## src/rtl/stopwatch_lap.sv

```systemverilog
// Stopwatch core: debounced keys, run-gated tick divider, up/down mm:ss.cc BCD counter,
// lap buffer with recall, and active-low 7-segment decode of the displayed value.
module stopwatch_lap #(
    parameter int TICK_DIV  = 500000,
    parameter int DEBOUNCE  = 1000000,
    parameter int LAP_DEPTH = 8
) (
    input  logic        clk,
    input  logic        reset,
    input  logic        key_start_pause,
    input  logic        key_lap,
    input  logic        key_recall,
    input  logic        mode_down,
    input  logic        preset_load,
    input  logic [23:0] preset_bcd,
    output logic [23:0] time_bcd,
    output logic [23:0] disp_bcd,
    output logic        running,
    output logic        expired,
    output logic [$clog2(LAP_DEPTH+1)-1:0] lap_count,
    output logic        lap_full,
    output logic        recall_active,
    output logic [((LAP_DEPTH > 1) ? $clog2(LAP_DEPTH) : 1)-1:0] recall_idx,
    output logic [6:0]  hex0,
    output logic [6:0]  hex1,
    output logic [6:0]  hex2,
    output logic [6:0]  hex3,
    output logic [6:0]  hex4,
    output logic [6:0]  hex5
);

    localparam int CNT_W = $clog2(LAP_DEPTH + 1);
    localparam int IDX_W = (LAP_DEPTH > 1) ? $clog2(LAP_DEPTH) : 1;
    localparam int DIV_W = (TICK_DIV > 1) ? $clog2(TICK_DIV) : 1;
    localparam int DB_W  = $clog2(DEBOUNCE + 1);

    localparam logic [DIV_W-1:0] DIV_LAST = DIV_W'(TICK_DIV - 1);
    localparam logic [DB_W-1:0]  DB_LAST  = DB_W'(DEBOUNCE - 1);
    localparam logic [CNT_W-1:0] CNT_FULL = CNT_W'(LAP_DEPTH);

    // Digit order in the packed word: index 0 = cc_l ... index 5 = mm_h.
    function automatic logic [3:0] digit_max(input int i);
        return (i == 3 || i == 5) ? 4'd5 : 4'd9;
    endfunction

    function automatic logic [23:0] bcd_inc(input logic [23:0] t);
        logic [23:0] r;
        logic        carry;
        r     = t;
        carry = 1'b1;
        for (int i = 0; i < 6; i++) begin
            if (carry) begin
                if (r[4*i +: 4] == digit_max(i)) begin
                    r[4*i +: 4] = 4'd0;
                end else begin
                    r[4*i +: 4] = r[4*i +: 4] + 4'd1;
                    carry       = 1'b0;
                end
            end
        end
        return r;
    endfunction

    function automatic logic [23:0] bcd_dec(input logic [23:0] t);
        logic [23:0] r;
        logic        borrow;
        r      = t;
        borrow = 1'b1;
        for (int i = 0; i < 6; i++) begin
            if (borrow) begin
                if (r[4*i +: 4] == 4'd0) begin
                    r[4*i +: 4] = digit_max(i);
                end else begin
                    r[4*i +: 4] = r[4*i +: 4] - 4'd1;
                    borrow      = 1'b0;
                end
            end
        end
        return r;
    endfunction

    function automatic logic bcd_valid(input logic [23:0] t);
        logic ok;
        ok = 1'b1;
        for (int i = 0; i < 6; i++) begin
            if (t[4*i +: 4] > digit_max(i)) ok = 1'b0;
        end
        return ok;
    endfunction

    function automatic logic [6:0] seg7(input logic [3:0] d);
        case (d)
            4'd0:    return 7'b100_0000;
            4'd1:    return 7'b111_1001;
            4'd2:    return 7'b010_0100;
            4'd3:    return 7'b011_0000;
            4'd4:    return 7'b001_1001;
            4'd5:    return 7'b001_0010;
            4'd6:    return 7'b000_0010;
            4'd7:    return 7'b111_1000;
            4'd8:    return 7'b000_0000;
            4'd9:    return 7'b001_0000;
            default: return 7'b111_1111;
        endcase
    endfunction

    logic [2:0]       key_raw;
    logic [2:0]       sync_p0;
    logic [2:0]       sync_p1;
    logic [2:0]       key_level;
    logic [2:0]       press;
    logic [DB_W-1:0]  db_cnt [3];

    logic [DIV_W-1:0] div_q;
    logic [DIV_W-1:0] div_n;
    logic             tick_n;
    logic             tick_p1;
    logic [23:0]      preset_q;
    logic [23:0]      preset_n;
    logic [23:0]      time_n;
    logic             run_n;
    logic             exp_n;
    logic             ract_n;
    logic             push;
    logic             load_ok;
    logic             clear;
    logic [CNT_W-1:0] cnt_n;
    logic [IDX_W-1:0] ridx_n;
    logic [23:0]      lap_mem [LAP_DEPTH];

    assign key_raw = {key_recall, key_lap, key_start_pause};

    // Key synchroniser + debounce: key_level flips only after DEBOUNCE consecutive
    // samples disagree with it; the press pulse is the high-to-low flip itself.
    always_ff @(posedge clk) begin
        if (reset) begin
            sync_p0   <= '0;
            sync_p1   <= '0;
            key_level <= '0;
            for (int i = 0; i < 3; i++) db_cnt[i] <= '0;
        end else begin
            sync_p0 <= key_raw;
            sync_p1 <= sync_p0;
            for (int i = 0; i < 3; i++) begin
                if (sync_p1[i] == key_level[i]) begin
                    db_cnt[i] <= '0;
                end else if (db_cnt[i] == DB_LAST) begin
                    key_level[i] <= sync_p1[i];
                    db_cnt[i]    <= '0;
                end else begin
                    db_cnt[i] <= db_cnt[i] + DB_W'(1);
                end
            end
        end
    end

    always_comb begin
        for (int i = 0; i < 3; i++) begin
            press[i] = key_level[i] && !sync_p1[i] && (db_cnt[i] == DB_LAST);
        end
    end

    // Next-state: tick effect first, then preset/clear, start, lap, recall in
    // rising priority of override. Lap and start both look at the current running.
    always_comb begin
        run_n    = running;
        exp_n    = expired;
        time_n   = time_bcd;
        preset_n = preset_q;
        div_n    = div_q;
        tick_n   = 1'b0;
        cnt_n    = lap_count;
        ract_n   = recall_active;
        ridx_n   = recall_idx;
        push     = 1'b0;

        if (running) begin
            if (div_q == DIV_LAST) begin
                div_n  = '0;
                tick_n = 1'b1;
            end else begin
                div_n = div_q + DIV_W'(1);
            end
        end

        if (tick_p1) begin
            if (mode_down) begin
                if (time_bcd == 24'h000001 || time_bcd == 24'h000000) begin
                    time_n = '0;
                    run_n  = 1'b0;
                    exp_n  = 1'b1;
                end else begin
                    time_n = bcd_dec(time_bcd);
                end
            end else begin
                time_n = bcd_inc(time_bcd);
            end
        end

        load_ok = preset_load && !running && bcd_valid(preset_bcd);
        clear   = press[1] && !running;

        if (load_ok) begin
            time_n   = preset_bcd;
            preset_n = preset_bcd;
            exp_n    = 1'b0;
        end else if (clear) begin
            time_n = mode_down ? preset_q : 24'h000000;
            div_n  = '0;
        end

        if (press[0]) begin
            exp_n = 1'b0;
            if (running) begin
                run_n = 1'b0;
            end else if (!(mode_down && time_bcd == 24'h000000)) begin
                run_n = 1'b1;
            end
        end

        if (press[1]) begin
            if (running) begin
                if (lap_count != CNT_FULL) begin
                    push  = 1'b1;
                    cnt_n = lap_count + CNT_W'(1);
                end
            end else begin
                cnt_n  = '0;
                ract_n = 1'b0;
            end
        end

        if (press[2] && lap_count != '0 && !clear) begin
            if (!recall_active) begin
                ract_n = 1'b1;
                ridx_n = '0;
            end else if (CNT_W'(recall_idx) == lap_count - CNT_W'(1)) begin
                ract_n = 1'b0;
            end else begin
                ridx_n = recall_idx + IDX_W'(1);
            end
        end
    end

    always_ff @(posedge clk) begin
        if (reset) begin
            running       <= 1'b0;
            expired       <= 1'b0;
            time_bcd      <= '0;
            preset_q      <= '0;
            div_q         <= '0;
            tick_p1       <= 1'b0;
            lap_count     <= '0;
            recall_active <= 1'b0;
            recall_idx    <= '0;
            disp_bcd      <= '0;
            for (int i = 0; i < LAP_DEPTH; i++) lap_mem[i] <= '0;
        end else begin
            running       <= run_n;
            expired       <= exp_n;
            time_bcd      <= time_n;
            preset_q      <= preset_n;
            div_q         <= div_n;
            tick_p1       <= tick_n;
            lap_count     <= cnt_n;
            recall_active <= ract_n;
            recall_idx    <= ridx_n;
            if (push) lap_mem[lap_count[IDX_W-1:0]] <= time_bcd;
            disp_bcd <= recall_active ? lap_mem[recall_idx] : time_bcd;
        end
    end

    assign lap_full = (lap_count == CNT_FULL);

    assign hex0 = seg7(disp_bcd[3:0]);
    assign hex1 = seg7(disp_bcd[7:4]);
    assign hex2 = seg7(disp_bcd[11:8]);
    assign hex3 = seg7(disp_bcd[15:12]);
    assign hex4 = seg7(disp_bcd[19:16]);
    assign hex5 = seg7(disp_bcd[23:20]);

endmodule

```

## config.mk

```make
export PLATFORM = sky130hd
export DESIGN_NAME = stopwatch_lap
export DESIGN_NICKNAME = d
export VERILOG_FILES = /design/src/rtl/stopwatch_lap.sv
export SDC_FILE = /design/constraint.sdc
export NUM_CORES = 1
export LEC_CHECK = 0
export CAP_MARGIN = 10
export CORE_MARGIN = 8
export CORE_UTILIZATION = 58
export CTS_CLUSTER_SIZE = 8
export DETAILED_ROUTE_END_ITERATION = 10
export DONT_BUFFER_PORTS = 1
export GPL_TIMING_DRIVEN = 0
export PLACE_DENSITY = 0.76
export SLEW_MARGIN = 20
export SYNTH_ARGS = -nofsm -noshare
export SYNTH_HDL_FRONTEND = slang
export SYNTH_SLANG_ARGS = --single-unit
```

## constraint.sdc

```tcl
create_clock -name clk -period 4.3 [get_ports clk]
set_clock_uncertainty 0.2 [all_clocks]
set_input_delay 0.86 -clock clk [delete_from_list [all_inputs] [get_ports clk]]
set_output_delay 0.86 -clock clk [all_outputs]
set_load 0.02 [all_outputs]
```

==> key figures <==
Outcome
  • Run status: complete, no violations

Timing
  • Endpoints failing hold: 0
  • Slew headroom: 0.2205
  • Ratio of final minimum period to clock period: 0.9233
  • Final Max Tran Viols: 0
  • # setup viols final: 0
  • RSZ-0062 raised after global routing: false
  • Worst slew pin tran: roughly 1200 ps
  • Max Freq: 0.2519 GHz
  • Fin crit period: 3970 ps

Setup path
  • Worst path bufs/invs: 3
  • Worst Setup Start Kind: register
  • Crit-path cells: clkbuf_1, inv_1, ha_1, nor3b_2, buf_4, nor2_1, nand2_1, nor3_2, or2_4
  • Worst path slowest cell: nor3_2
  • Crit path max fanout: 24
  • Worst EP required: 4340 ps
  • CP Capture Type: register
  • Max incr delay on CP: 650 ps
  • WS Path Type: register to register
  • CP arrival: approximately 4000 ps
  • Kind of cell adding the most delay to the critical path: simple AND/OR/NAND/NOR gates

Power
  • Seq pwr share: 0.498
  • Clock Power Share: 0.469
  • Internal: 6.748 mW
  • Power Total: between 8 and 9 mW
  • Power density cells: roughly 380 mW/mm^2
  • Peak supply drop: just over 0.3 mV
  • Leakage power: roughly 7.8 nW
  • Logic pwr share: 0.033
  • Switching power: 1.892 mW
  • Net switching fraction of the power: 0.2190

Floorplan
  • Vert. Die Dim: 201.9 um
  • Initial Utilization: 0.5845
  • Row count: 68
  • IO Pins: 132
  • Die Wd: 201.9 um
  • Core footprint: 0.03429 sq mm
  • Die area: 0.04076 sq mm

Yosys
  • Gate Count Post-Synth: between 1500 and 2000
  • Most used DFF post-synth: edfxtp_1
  • Seq cells post-synth: between 400 and 500
  • Post-synth cell types: 77
  • Sequential area share after synthesis: 0.5334
  • Post-Syn Area: 0.02004 sq mm
  • Area leader, netlist: edfxtp_1
  • Top post-synthesis cells by area: edfxtp_1, dfxtp_1, mux4_2
  • Yosys warns: 0
  • Synth top area share: 0.3776
  • Post-synth EDFFs: 252
  • Mapped Avg Cell Area: 11.02 sq um
  • FFs w/ async S/R, synth: 0

Routing
  • Total wire length: 55810 um
  • Iter 0 DRT Violations: 1365
  • DR vias: around 15000
  • 1st-pass router iterations: 5
  • # DRC: 0
  • Routed vias/inst: ~6.1
  • Routed WL per cell: 22.90 um
  • Detail Route Antenna Nets: 0

Cells and area
  • Area added between synthesis and finish: 12.35%
  • Fill count: 2591
  • Layout cells sized above 1: 0.09541
  • Layout Nets: 2010
  • Fin cells: 2437

Clocking
  • Setup Buffers After CTS: 0
  • Root Buffer: clkbuf_16
  • Hold-fix buffers at CTS: 0
  • Clk buf depth: 3
  • H-tree levels: 2
  • Sink Count: 408
  • CTS tree: yes
  • Worst-Skew Late Latency: 590 ps
  • CTS Buf Count: 56
  • Clk pin slew, worst setup/hold paths: 50 ps

Global routing
  • GRT overflow: 0
  • Tot GR Track Use: 0.2676
  • First-pass GRT wire length: 84570 um
  • Largest net degree at the start of global routing: 25
  • Vias in the first global route: 14480
  • Antenna violations before repair: 0

Placement
  • Dpl cells: 2336
  • Routability cong.: 0.9432
  • DP Wirelength: 39420 um
  • Port buffer count: 0

Job
  • Max cap viols: 0

Worst hold path
  • Min-delay worst type: input port to register
## final cells by class
type / count / area (sq um) / share of cell area
tap: 455 / 569.3 / 0.02528
timing repair buffer: 3 / 62.56 / 0.002779
antenna: 1 / 2.502 / 0.0001111
clock buffer: 98 / 1559 / 0.06924
sequential: 408 / 10690 / 0.4748
inverter: 60 / 225.2 / 0.01000
clock inverter: 2 / 25.02 / 0.001111
buffer: 117 / 529.3 / 0.02351
multi-input combinational: 1293 / 8852 / 0.3932
## per-stage QoR
| stage | util | hold slack, ps | worst slack [ps] | setup TNS, ps | instance area (sq um) |
|---|---|---|---|---|---|
| final | 0.6567 | 201.8 | 330.0 | 0 | 22520 |
| after global routing | 0.6566 | 186.5 | 169.2 | 0 | 22510 |
| after CTS | 0.6565 | 176.8 | 125.3 | 0 | 22510 |
| after detailed placement | 0.6103 | 229.3 | 31.72 | 0 | 20930 |
| after global placement | 0.6075 | 241.5 | -1285 | -53120 | 20830 |
| after floorplan | - | 213.8 | 311.9 | 0 | 20260 |
## repair_timing
item | CTS | global route
setup endpoints to repair | 0 | 24
hold endpoints to repair | 0 | 0
resized for setup | 0 | 1
## final timing paths
check	startpoint	to	slack, ps	cells past startpoint
max	lap_count[1]	lap_mem[2][17]	330	9
min	key_start_pause	sync_p0[0]	200	1
max reg2reg	lap_count[1]	lap_mem[2][17]	330	9
min reg2reg	preset_q[20]	preset_q[20]	250	2
## flip-flops by register name (all words and copies together), names as in the netlist, named ones only
signal	flops
expired	1
tick_p1	1
preset_q	24
disp_bcd	24
hex0	7
sync_p1	3
recall_active	1
hex5	7
hex2	7
hex1	7
time_bcd	24
hex4	7
sync_p0	3
hex3	7
key_level	3
db_cnt	60
div_q	19
running	1
lap_mem	192
lap_count	4
recall_idx	3
## power by group through the flow
| stage | clock network, mW | registers, mW | logic (mW) |
|---|---|---|---|
| 2_1_floorplan | 0 | 4.36 | 0.181 |
| 5_1_grt | 4.24 | 4.31 | 0.303 |
| 3_5_place_dp | 0 | 4.38 | 0.274 |
| 3_3_place_gp | 0 | 4.37 | 0.264 |
| 4_1_cts | 4.09 | 4.30 | 0.277 |
| 6_report | 4.05 | 4.30 | 0.283 |
## Yosys cell counts, types with 4 or more instances
cell type and count:
mux2i_2 4, o21ai_2 5, mux2i_1 29, nand2b_1 5, mux2i_4 8, nor4b_1 6, mux2_2 13, and2_1 156
nor3_1 63, or3_1 12, o211ai_1 9, clkbuf_1 85, o31ai_1 5, dfxtp_1 156, inv_1 60, or4_1 4
nor2b_1 20, a21o_1 9, edfxtp_1 252, nand4_1 21, xor2_1 41, a22oi_1 6, ha_1 40, nand3_1 47
and3_1 23, o21ai_0 70, o21ai_1 5, and4_1 12, nor4_1 24, xnor2_1 41, nor2_1 166, a311oi_1 12
mux4_2 48, a21oi_1 80, nand2_1 135, or2_2 7, buf_2 14, a221oi_1 4, a211oi_1 26, nor3b_1 5
buf_1 7, a31oi_1 20, buf_6 9, or4bb_1 4
## metal layers
layer | GRT usage | routed length (um) | vias up
met5 | 0.02091 | 117 | -
met4 | 0.1072 | 2236 | 2
met3 | 0.08614 | 6342 | 137
met2 | 0.4263 | 25370 | 762
met1 | 0.3328 | 21740 | 7091
li1 | - | - | 6781
## cell families after synthesis
kind of cell,Yosys count,synth area share
simple gates,726,0.1908
mux,102,0.08747
buf+inv,177,0.03765
other cells,1,0.0001871
compound gates,283,0.08966
flops,408,0.5334
xor+xnor,82,0.03584
fa+ha+maj,40,0.02497
## worst reg2reg max path, stage by stage (launching register included)
cell and delay [ps]:
dfxtp_1 490, clkbuf_1 450, inv_1 160, ha_1 260
nor3b_2 230, buf_4 200, nor2_1 200, nand2_1 260
nor3_2 650, or2_4 510
## placed cells by master (no fill, tap or decap), drive strengths merged, types with 20 or more instances in the layout
cell type,count
dfxtp,156
edfxtp,252
a21oi,80
nand3,48
and3,23
o21ai,80
a31oi,20
nor3,63
a211oi,26
mux2i,41
xor2,41
nor2b,20
inv,61
nand2,135
nand4,21
nor2,166
xnor2,41
conb,60
clkbuf,184
ha,40
mux4,48
and2,156
nor4,28
buf,34
(Power assumes the default switching activity.)
